$ cat src/rtl/axi_tg_pkg.sv
// Shared types and constants for the AXI write-then-read-check traffic generator.
package axi_tg_pkg;

  typedef enum logic [2:0] {
    ST_IDLE = 3'd0,
    ST_AW   = 3'd1,
    ST_W    = 3'd2,
    ST_B    = 3'd3,
    ST_AR   = 3'd4,
    ST_R    = 3'd5,
    ST_DONE = 3'd6
  } tg_state_e;

  localparam logic [1:0] AXI_BURST_INCR = 2'b01;
  localparam logic [2:0] AXI_SIZE_1B    = 3'b000;

  function automatic logic [7:0] sat_inc8(input logic [7:0] v);
    return (v == 8'hFF) ? v : v + 8'd1;
  endfunction

endpackage

$ cat src/rtl/axi_if.sv
// Minimal AXI4 bundle: single-byte data, one strobe bit, no response codes.
interface axi_if #(
  parameter int ADDR_WIDTH = 16,
  parameter int DATA_WIDTH = 8,
  parameter int ID_WIDTH   = 4
);
  logic                  awvalid;
  logic                  awready;
  logic [ADDR_WIDTH-1:0] awaddr;
  logic [7:0]            awlen;
  logic [2:0]            awsize;
  logic [1:0]            awburst;
  logic [ID_WIDTH-1:0]   awid;
  logic                  wvalid;
  logic                  wready;
  logic [DATA_WIDTH-1:0] wdata;
  logic                  wstrb;
  logic                  wlast;
  logic                  bvalid;
  logic                  bready;
  logic [ID_WIDTH-1:0]   bid;
  logic                  arvalid;
  logic                  arready;
  logic [ADDR_WIDTH-1:0] araddr;
  logic [7:0]            arlen;
  logic [2:0]            arsize;
  logic [1:0]            arburst;
  logic [ID_WIDTH-1:0]   arid;
  logic                  rvalid;
  logic                  rready;
  logic [DATA_WIDTH-1:0] rdata;
  logic [ID_WIDTH-1:0]   rid;
  logic                  rlast;

  modport master (
    output awvalid, awaddr, awlen, awsize, awburst, awid,
    output wvalid, wdata, wstrb, wlast, bready,
    output arvalid, araddr, arlen, arsize, arburst, arid, rready,
    input  awready, wready, bvalid, bid, arready, rvalid, rdata, rid, rlast
  );

  modport slave (
    input  awvalid, awaddr, awlen, awsize, awburst, awid,
    input  wvalid, wdata, wstrb, wlast, bready,
    input  arvalid, araddr, arlen, arsize, arburst, arid, rready,
    output awready, wready, bvalid, bid, arready, rvalid, rdata, rid, rlast
  );

endinterface

$ cat src/rtl/axi_tg_pattern.sv
// Data pattern generator: seed plus beat index, wrapping at the data width.
module axi_tg_pattern #(
  parameter int DATA_WIDTH = 8
) (
  input  logic [DATA_WIDTH-1:0] i_seed,
  input  logic [7:0]            i_beat,
  output logic [DATA_WIDTH-1:0] o_data
);

  assign o_data = i_seed + DATA_WIDTH'(i_beat);

endmodule

$ cat src/rtl/axi_traffic_gen.sv
// Writes one INCR burst of seed+beat data, reads it back and counts data and
// protocol mismatches; outputs are decoded from the next state and registered.
module axi_traffic_gen
  import axi_tg_pkg::*;
#(
  parameter int ADDR_WIDTH = 16,
  parameter int DATA_WIDTH = 8,
  parameter int ID_WIDTH   = 4
) (
  input  logic                  ACLK,
  input  logic                  ARESETn,
  input  logic                  start,
  input  logic [ADDR_WIDTH-1:0] cfg_addr,
  input  logic [7:0]            cfg_len,
  input  logic [ID_WIDTH-1:0]   cfg_id,
  input  logic [DATA_WIDTH-1:0] cfg_seed,
  axi_if.master                 m_axi,
  output logic                  busy,
  output logic                  done,
  output logic [7:0]            err_cnt,
  output logic                  proto_err
);

  tg_state_e             r_state;
  tg_state_e             w_state_nxt;
  logic [ADDR_WIDTH-1:0] r_addr;
  logic [7:0]            r_len;
  logic [ID_WIDTH-1:0]   r_id;
  logic [DATA_WIDTH-1:0] r_seed;
  logic [7:0]            r_beat;
  logic [7:0]            r_err_cnt;
  logic                  r_proto_err;
  logic                  r_awvalid;
  logic                  r_wvalid;
  logic                  r_bready;
  logic                  r_arvalid;
  logic                  r_rready;
  logic                  r_busy;
  logic                  r_done;
  logic [DATA_WIDTH-1:0] w_pattern;
  logic                  w_last_beat;
  logic                  w_aw_hs;
  logic                  w_w_hs;
  logic                  w_b_hs;
  logic                  w_ar_hs;
  logic                  w_r_hs;

  axi_tg_pattern #(.DATA_WIDTH(DATA_WIDTH)) u_pattern (
    .i_seed (r_seed),
    .i_beat (r_beat),
    .o_data (w_pattern)
  );

  assign w_last_beat = (r_beat == r_len);
  assign w_aw_hs     = r_awvalid & m_axi.awready;
  assign w_w_hs      = r_wvalid  & m_axi.wready;
  assign w_b_hs      = r_bready  & m_axi.bvalid;
  assign w_ar_hs     = r_arvalid & m_axi.arready;
  assign w_r_hs      = r_rready  & m_axi.rvalid;

  // State register
  always_ff @(posedge ACLK or negedge ARESETn) begin
    if (!ARESETn) begin
      r_state <= ST_IDLE;
    end else begin
      r_state <= w_state_nxt;
    end
  end

  // Next-state decode; DONE never looks at start so a coincident start is dropped
  always_comb begin
    w_state_nxt = r_state;
    case (r_state)
      ST_IDLE: if (start)        w_state_nxt = ST_AW;   else w_state_nxt = ST_IDLE;
      ST_AW:   if (w_aw_hs)      w_state_nxt = ST_W;    else w_state_nxt = ST_AW;
      ST_W:    if (w_w_hs && w_last_beat) w_state_nxt = ST_B; else w_state_nxt = ST_W;
      ST_B:    if (w_b_hs)       w_state_nxt = ST_AR;   else w_state_nxt = ST_B;
      ST_AR:   if (w_ar_hs)      w_state_nxt = ST_R;    else w_state_nxt = ST_AR;
      ST_R:    if (w_r_hs && w_last_beat) w_state_nxt = ST_DONE; else w_state_nxt = ST_R;
      ST_DONE: w_state_nxt = ST_IDLE;
      default: w_state_nxt = ST_IDLE;
    endcase
  end

  // Handshake strobes registered from the next state so they match r_state exactly
  always_ff @(posedge ACLK or negedge ARESETn) begin
    if (!ARESETn) begin
      r_awvalid <= 1'b0;
      r_wvalid  <= 1'b0;
      r_bready  <= 1'b0;
      r_arvalid <= 1'b0;
      r_rready  <= 1'b0;
      r_busy    <= 1'b0;
      r_done    <= 1'b0;
    end else begin
      r_awvalid <= (w_state_nxt == ST_AW);
      r_wvalid  <= (w_state_nxt == ST_W);
      r_bready  <= (w_state_nxt == ST_B);
      r_arvalid <= (w_state_nxt == ST_AR);
      r_rready  <= (w_state_nxt == ST_R);
      r_busy    <= (w_state_nxt != ST_IDLE);
      r_done    <= (w_state_nxt == ST_DONE);
    end
  end

  // Configuration latch, beat counter and result accumulation
  always_ff @(posedge ACLK or negedge ARESETn) begin
    if (!ARESETn) begin
      r_addr      <= '0;
      r_len       <= 8'd0;
      r_id        <= '0;
      r_seed      <= '0;
      r_beat      <= 8'd0;
      r_err_cnt   <= 8'd0;
      r_proto_err <= 1'b0;
    end else begin
      case (r_state)
        ST_IDLE: begin
          if (start) begin
            r_addr      <= cfg_addr;
            r_len       <= cfg_len;
            r_id        <= cfg_id;
            r_seed      <= cfg_seed;
            r_beat      <= 8'd0;
            r_err_cnt   <= 8'd0;
            r_proto_err <= 1'b0;
          end
        end
        ST_W: begin
          if (w_w_hs) begin
            r_beat <= w_last_beat ? 8'd0 : r_beat + 8'd1;
          end
        end
        ST_B: begin
          if (w_b_hs && (m_axi.bid != r_id)) begin
            r_proto_err <= 1'b1;
          end
        end
        ST_R: begin
          if (w_r_hs) begin
            if (m_axi.rdata != w_pattern) begin
              r_err_cnt <= sat_inc8(r_err_cnt);
            end
            // RLAST must coincide with the final beat, no earlier and no later
            if ((m_axi.rid != r_id) || (m_axi.rlast != w_last_beat)) begin
              r_proto_err <= 1'b1;
            end
            r_beat <= w_last_beat ? 8'd0 : r_beat + 8'd1;
          end
        end
        default: begin
        end
      endcase
    end
  end

  assign m_axi.awvalid = r_awvalid;
  assign m_axi.awaddr  = r_addr;
  assign m_axi.awlen   = r_len;
  assign m_axi.awsize  = AXI_SIZE_1B;
  assign m_axi.awburst = AXI_BURST_INCR;
  assign m_axi.awid    = r_id;
  assign m_axi.wvalid  = r_wvalid;
  assign m_axi.wdata   = w_pattern;
  assign m_axi.wstrb   = 1'b1;
  assign m_axi.wlast   = r_wvalid & w_last_beat;
  assign m_axi.bready  = r_bready;
  assign m_axi.arvalid = r_arvalid;
  assign m_axi.araddr  = r_addr;
  assign m_axi.arlen   = r_len;
  assign m_axi.arsize  = AXI_SIZE_1B;
  assign m_axi.arburst = AXI_BURST_INCR;
  assign m_axi.arid    = r_id;
  assign m_axi.rready  = r_rready;

  assign busy      = r_busy;
  assign done      = r_done;
  assign err_cnt   = r_err_cnt;
  assign proto_err = r_proto_err;

endmodule
$ cat src/flat_wrapper.sv
// flat-port wrapper written by rule: the top's interface ports become plain ports
module axi_traffic_gen_flat import axi_tg_pkg::*;
#(
  parameter int ADDR_WIDTH = 16,
  parameter int DATA_WIDTH = 8,
  parameter int ID_WIDTH   = 4
)
  (ACLK, ARESETn, start, cfg_addr, cfg_len, cfg_id, cfg_seed, busy, done, err_cnt, proto_err, m_axi_awvalid, m_axi_awaddr, m_axi_awlen, m_axi_awsize, m_axi_awburst, m_axi_awid, m_axi_wvalid, m_axi_wdata, m_axi_wstrb, m_axi_wlast, m_axi_bready, m_axi_arvalid, m_axi_araddr, m_axi_arlen, m_axi_arsize, m_axi_arburst, m_axi_arid, m_axi_rready, m_axi_awready, m_axi_wready, m_axi_bvalid, m_axi_bid, m_axi_arready, m_axi_rvalid, m_axi_rdata, m_axi_rid, m_axi_rlast);
  axi_if #(.ADDR_WIDTH(ADDR_WIDTH), .DATA_WIDTH(DATA_WIDTH), .ID_WIDTH(ID_WIDTH)) m_axi_i ();
  input  logic ACLK;
  input  logic ARESETn;
  input  logic start;
  input  logic [ADDR_WIDTH-1:0] cfg_addr;
  input  logic [7:0] cfg_len;
  input  logic [ID_WIDTH-1:0] cfg_id;
  input  logic [DATA_WIDTH-1:0] cfg_seed;
  output logic busy;
  output logic done;
  output logic [7:0] err_cnt;
  output logic proto_err;
  output wire logic [$bits(m_axi_i.awvalid)-1:0] m_axi_awvalid;
  output wire logic [$bits(m_axi_i.awaddr)-1:0] m_axi_awaddr;
  output wire logic [$bits(m_axi_i.awlen)-1:0] m_axi_awlen;
  output wire logic [$bits(m_axi_i.awsize)-1:0] m_axi_awsize;
  output wire logic [$bits(m_axi_i.awburst)-1:0] m_axi_awburst;
  output wire logic [$bits(m_axi_i.awid)-1:0] m_axi_awid;
  output wire logic [$bits(m_axi_i.wvalid)-1:0] m_axi_wvalid;
  output wire logic [$bits(m_axi_i.wdata)-1:0] m_axi_wdata;
  output wire logic [$bits(m_axi_i.wstrb)-1:0] m_axi_wstrb;
  output wire logic [$bits(m_axi_i.wlast)-1:0] m_axi_wlast;
  output wire logic [$bits(m_axi_i.bready)-1:0] m_axi_bready;
  output wire logic [$bits(m_axi_i.arvalid)-1:0] m_axi_arvalid;
  output wire logic [$bits(m_axi_i.araddr)-1:0] m_axi_araddr;
  output wire logic [$bits(m_axi_i.arlen)-1:0] m_axi_arlen;
  output wire logic [$bits(m_axi_i.arsize)-1:0] m_axi_arsize;
  output wire logic [$bits(m_axi_i.arburst)-1:0] m_axi_arburst;
  output wire logic [$bits(m_axi_i.arid)-1:0] m_axi_arid;
  output wire logic [$bits(m_axi_i.rready)-1:0] m_axi_rready;
  input wire logic [$bits(m_axi_i.awready)-1:0] m_axi_awready;
  input wire logic [$bits(m_axi_i.wready)-1:0] m_axi_wready;
  input wire logic [$bits(m_axi_i.bvalid)-1:0] m_axi_bvalid;
  input wire logic [$bits(m_axi_i.bid)-1:0] m_axi_bid;
  input wire logic [$bits(m_axi_i.arready)-1:0] m_axi_arready;
  input wire logic [$bits(m_axi_i.rvalid)-1:0] m_axi_rvalid;
  input wire logic [$bits(m_axi_i.rdata)-1:0] m_axi_rdata;
  input wire logic [$bits(m_axi_i.rid)-1:0] m_axi_rid;
  input wire logic [$bits(m_axi_i.rlast)-1:0] m_axi_rlast;
  assign m_axi_awvalid = m_axi_i.awvalid;
  assign m_axi_awaddr = m_axi_i.awaddr;
  assign m_axi_awlen = m_axi_i.awlen;
  assign m_axi_awsize = m_axi_i.awsize;
  assign m_axi_awburst = m_axi_i.awburst;
  assign m_axi_awid = m_axi_i.awid;
  assign m_axi_wvalid = m_axi_i.wvalid;
  assign m_axi_wdata = m_axi_i.wdata;
  assign m_axi_wstrb = m_axi_i.wstrb;
  assign m_axi_wlast = m_axi_i.wlast;
  assign m_axi_bready = m_axi_i.bready;
  assign m_axi_arvalid = m_axi_i.arvalid;
  assign m_axi_araddr = m_axi_i.araddr;
  assign m_axi_arlen = m_axi_i.arlen;
  assign m_axi_arsize = m_axi_i.arsize;
  assign m_axi_arburst = m_axi_i.arburst;
  assign m_axi_arid = m_axi_i.arid;
  assign m_axi_rready = m_axi_i.rready;
  assign m_axi_i.awready = m_axi_awready;
  assign m_axi_i.wready = m_axi_wready;
  assign m_axi_i.bvalid = m_axi_bvalid;
  assign m_axi_i.bid = m_axi_bid;
  assign m_axi_i.arready = m_axi_arready;
  assign m_axi_i.rvalid = m_axi_rvalid;
  assign m_axi_i.rdata = m_axi_rdata;
  assign m_axi_i.rid = m_axi_rid;
  assign m_axi_i.rlast = m_axi_rlast;
  axi_traffic_gen #(.ADDR_WIDTH(ADDR_WIDTH), .DATA_WIDTH(DATA_WIDTH), .ID_WIDTH(ID_WIDTH)) u_core (.ACLK(ACLK), .ARESETn(ARESETn), .start(start), .cfg_addr(cfg_addr), .cfg_len(cfg_len), .cfg_id(cfg_id), .cfg_seed(cfg_seed), .m_axi(m_axi_i), .busy(busy), .done(done), .err_cnt(err_cnt), .proto_err(proto_err));
endmodule
$ cat config.mk
export PLATFORM = sky130hd
export DESIGN_NAME = axi_traffic_gen_flat
export DESIGN_NICKNAME = d
export VERILOG_FILES = /design/src/rtl/axi_tg_pkg.sv /design/src/rtl/axi_if.sv /design/src/rtl/axi_tg_pattern.sv /design/src/rtl/axi_traffic_gen.sv /design/src/flat_wrapper.sv
export SDC_FILE = /design/constraint.sdc
export NUM_CORES = 1
export LEC_CHECK = 0
export BUFFER_PORTS_ARGS = -buffer_cell sky130_fd_sc_hd__clkbuf_2
export CORE_MARGIN = 2
export CORE_UTILIZATION = 40
export DETAILED_ROUTE_END_ITERATION = 10
export PLACE_DENSITY = 0.71
export SLEW_MARGIN = 25
export SYNTH_ARGS = -nofsm -noshare
export SYNTH_HDL_FRONTEND = slang
export SYNTH_SLANG_ARGS = --single-unit
$ cat constraint.sdc
create_clock -name ACLK -period 2.6 [get_ports ACLK]
set_clock_uncertainty 0.2 [all_clocks]
set_input_delay 0.13 -clock ACLK [delete_from_list [all_inputs] [get_ports ACLK]]
set_output_delay 0.13 -clock ACLK [all_outputs]
set_load 0.01 [all_outputs]
==> summary.md <==
| Metric | Value |
|---|---|
| Crit path time final | 2780 ps |
| Layout cell share with drive strength beyond 1 | 49.6% |
| RSZ-0062 raised after global routing | true |
| WL/cell | 15.2 µm |
| Critical Path Start | u_core.r_seed[0] |
| Leakage Power | 2.68 nW |
| Cell Rows | 35 |
| Sequential area share after synthesis | 41.1% |
| CP max stage delay | 400 ps |
| Area grow syn2layout | 46.8% |
| Data required time at the worst endpoint | 2620 ps |
| Buf/Inv on CP | 1 |
| R2R setup slack | -180 ps |
| Post-synthesis instance area | 3840 µm² |
| Fin crit share | 107% |
| Top_reg_cell synth | dfrtp_1 |
| Max-slew headroom | 58.4% |
| Vias in the first global route | 3513 |
| Post-Syn Instances | 379 |
| ANT cells | 0 |
| Detailed Place HPWL | 7270 µm |
| CP Cell Sequence | ha_2, inv_2, fa_2, nor2b_4, o221ai_2, mux2i_1, a311oi_2, and4b_2, or4_1, a31o_1 |
| Largest family of logic cells by synthesized area | simple AND/OR/NAND/NOR gates |
| Maximum fanout along the worst path | 5 |
| Post-synthesis mux area share | 10.5% |
| Status | complete, but fails checks |
| Highest clock rate | 360 MHz |
| FF-to-FF Start | u_core.r_seed[0] |
| Pwr dens | 1150 nW/µm² |
| Initial antenna violation count | 0 |
| Final Wtd Congestion | 0.851 |
| Final setup vio count | 9 |
| Most common cell after layout, fill and taps aside | clkbuf_2 |
| Ys async rst share | 100% |
| Tot GR Track Use | 20.4% |
| Detail Route Antenna Nets | 0 |
| Drc violations | 0 |
| Fill count | 780 |
| Final Power | 6.49 mW |
| Commonest cells after routing, fill and taps aside | clkbuf_2 (138), dfrtp_1 (62), dlygate4sd3_1 (42) |
| Post-Synth Simple-Gate Area | 14.8% |
| Distinct cells, synth | 60 |
| Peak supply drop | 0.634 mV |
| Top Metal Used | met4 |
| Yosys reg bits | 63 |
| Avg Cell Area, Syn | 10.1 µm² |
| Violated checks | negative setup slack |
| H-Tree Depth | 3 |
| Pin count of the biggest net entering global routing | 39 |
| CP startpoint kind | flip-flop |
| Via Count | 3547 |
| Core box area | 9280 µm² |
| Max-cap viol count | 0 |
| DIE AREA | 10400 µm² |
| Die Y-Extent | 102 µm |
| XOR/XNOR share of the synthesized area | 7.89% |
| Clock Path Buffers | 2 |
| Hold wc startpoint | m_axi_arready |
| Post-Synth Adder-Cell Area | 3.46% |
| First-pass GRT wire length | 16600 µm |
| Tightest Pin Transition | 623 ps |
| Top Family by Delay on Critical Path | simple AND/OR/NAND/NOR gates |
| CTS tree | done |
| CP max stage cell | or4_1 |
| Met1 Wirelength | 4260 µm |
| Synth Area in Compound Gates | 10.9% |
| Crit Path Class | reg -> reg |
| Final hold vios | 0 |
| Layout Nets | 641 |
| CP Capture Type | flip-flop |
| Post-place setup slack | -120 ps |
| CTS root buf | clkbuf_8 |
| Post-synth EDFFs | 0 |
| Met3 wire len | 712 µm |
| Total routed wirelength | 10700 µm |
| Warnings, synthesis | 0 |
| CP arrival | 2810 ps |
| Clock latency on the worst-skew pair | 330 ps |
| Hold WC Path Type | in -> reg |
| Met2 WL | 5550 µm |
| Port Buffers | 141 |
| Gr ovfl total | 0 |
| Pins Over Slew Limit | 0 |
| Num ports | 153 |
| Setup ws final | -181 ps |
| Final core utilization | 60.7% |
| Total CTS buffers | 9 |
| Die Width | 102 µm |
| Clk sinks | 63 |
| Sequential cell area | 1580 µm² |
| Via density | 5.04 |
| Starting Density | 41.3% |
| DRT iter0 DRCs | 163 |
| Clk pin slew, worst setup/hold paths | 70 ps |
| Router iterations before antenna repair | 4 |
| Area of the multi-input gates | 2170 µm² |
==> metrics by stage <==
stage	cells	hold slack, ps	cell area, µm²	setup TNS, ps
2_1_floorplan	388	-366	3910	-355
3_3_place_gp	632	-21.5	4620	-208
3_5_place_dp	632	-14.4	4620	-671
4_1_cts	699	5.45	5460	-133
5_1_grt	704	8.16	5640	-1710
6_report	704	4.02	5640	-765
==> registers in the layout (all words and copies together) (netlist names) <==
signal / count
u_core.busy: 1
u_core.done: 1
u_core.err_cnt: 8
u_core.m_axi.araddr: 16
u_core.m_axi.arid: 4
u_core.m_axi.arlen: 8
u_core.m_axi.arvalid: 1
u_core.m_axi.awvalid: 1
u_core.m_axi.bready: 1
u_core.m_axi.rready: 1
u_core.m_axi.wvalid: 1
u_core.proto_err: 1
u_core.r_beat: 8
u_core.r_seed: 8
u_core.r_state: 3
==> logic make-up (layout without fill, tap and decap cells) <==
family | count (synthesis) | in the layout
flip-flops | 63 | 63
adder cells (fa/ha/maj) | 10 | 10
AND/OR/NAND/NOR | 112 | 113
other | 2 | 11
AO/OA/AOI/OAI | 60 | 60
buffers and inverters | 64 | 250
multiplexers | 36 | 36
XOR/XNOR | 32 | 32
==> layer usage <==
metal / track usage (%) / vias up
li1: - / 1678
met1: 24.3 / 1707
met2: 36.1 / 150
met3: 4.51 / 12
met4: 7.59 / 0
met5: 0 / -
==> what timing repair did <==
item                                    CTS  global route
hold endpoints to repair                 64             0
cloned                                    1             0
endpoints found under the setup margin    8            12
setup buffers                             8             8
pin swaps                                12            25
hold buffers                             42             0
resized for setup                        21            29
==> worst paths after layout <==
check / to / cells after the start
min in group asynchronous: u_core.m_axi.arid[0] / 2
max reg2reg: u_core.err_cnt[2] / 10
min: u_core.m_axi.rready / 4
min reg2reg: u_core.proto_err / 2
max: u_core.err_cnt[2] / 10
max in group asynchronous: u_core.r_beat[1] / 3
==> worst min-delay path, delay by kind of cell <==
family,cells,cell delay (ps)
buf+inv,1,80
compound gates,1,50
simple gates,2,230
==> report_power, final <==
group	leakage (nW)	internal, mW	switching, mW	total [mW]
Combinational	1.79	1.95	1.83	3.78
Clock	0.107	0.499	0.381	0.880
Sequential	0.784	1.37	0.453	1.83
Total	2.68	3.83	2.66	6.49
==> Yosys cell counts, types with 3 or more instances <==
| master | number | area share (%) |
|---|---|---|
| a211oi_1 | 3 | 0.59 |
| a21o_1 | 3 | 0.59 |
| a21oi_1 | 9 | 1.2 |
| and3_1 | 5 | 0.81 |
| buf_2 | 5 | 0.65 |
| buf_4 | 41 | 8.0 |
| clkbuf_1 | 5 | 0.49 |
| dfrtp_1 | 63 | 41 |
| ha_1 | 9 | 2.9 |
| inv_1 | 10 | 0.98 |
| mux2_2 | 35 | 10 |
| nand2_1 | 26 | 2.5 |
| nand2b_1 | 5 | 0.81 |
| nand3_1 | 14 | 1.8 |
| nand4_1 | 5 | 0.81 |
| nor2_1 | 22 | 2.2 |
| nor3_1 | 13 | 1.7 |
| nor4_1 | 3 | 0.49 |
| o2111ai_1 | 3 | 0.68 |
| o21ai_0 | 15 | 2.0 |
| o31ai_1 | 3 | 0.59 |
| or3_1 | 5 | 0.81 |
| xnor2_1 | 21 | 4.8 |
| xor2_1 | 9 | 2.1 |
==> layout make-up <==
type / instances / area share [%]
Tap cell: 129 / 2.86
Sequential cell: 63 / 28.0
Clock buffer: 12 / 2.75
Multi-Input combinational cell: 262 / 38.5
Clock inverter: 4 / 0.933
Inverter: 10 / 0.666
Timing Repair Buffer: 224 / 26.3
Note: power is estimated with default switching activity, not from simulation.
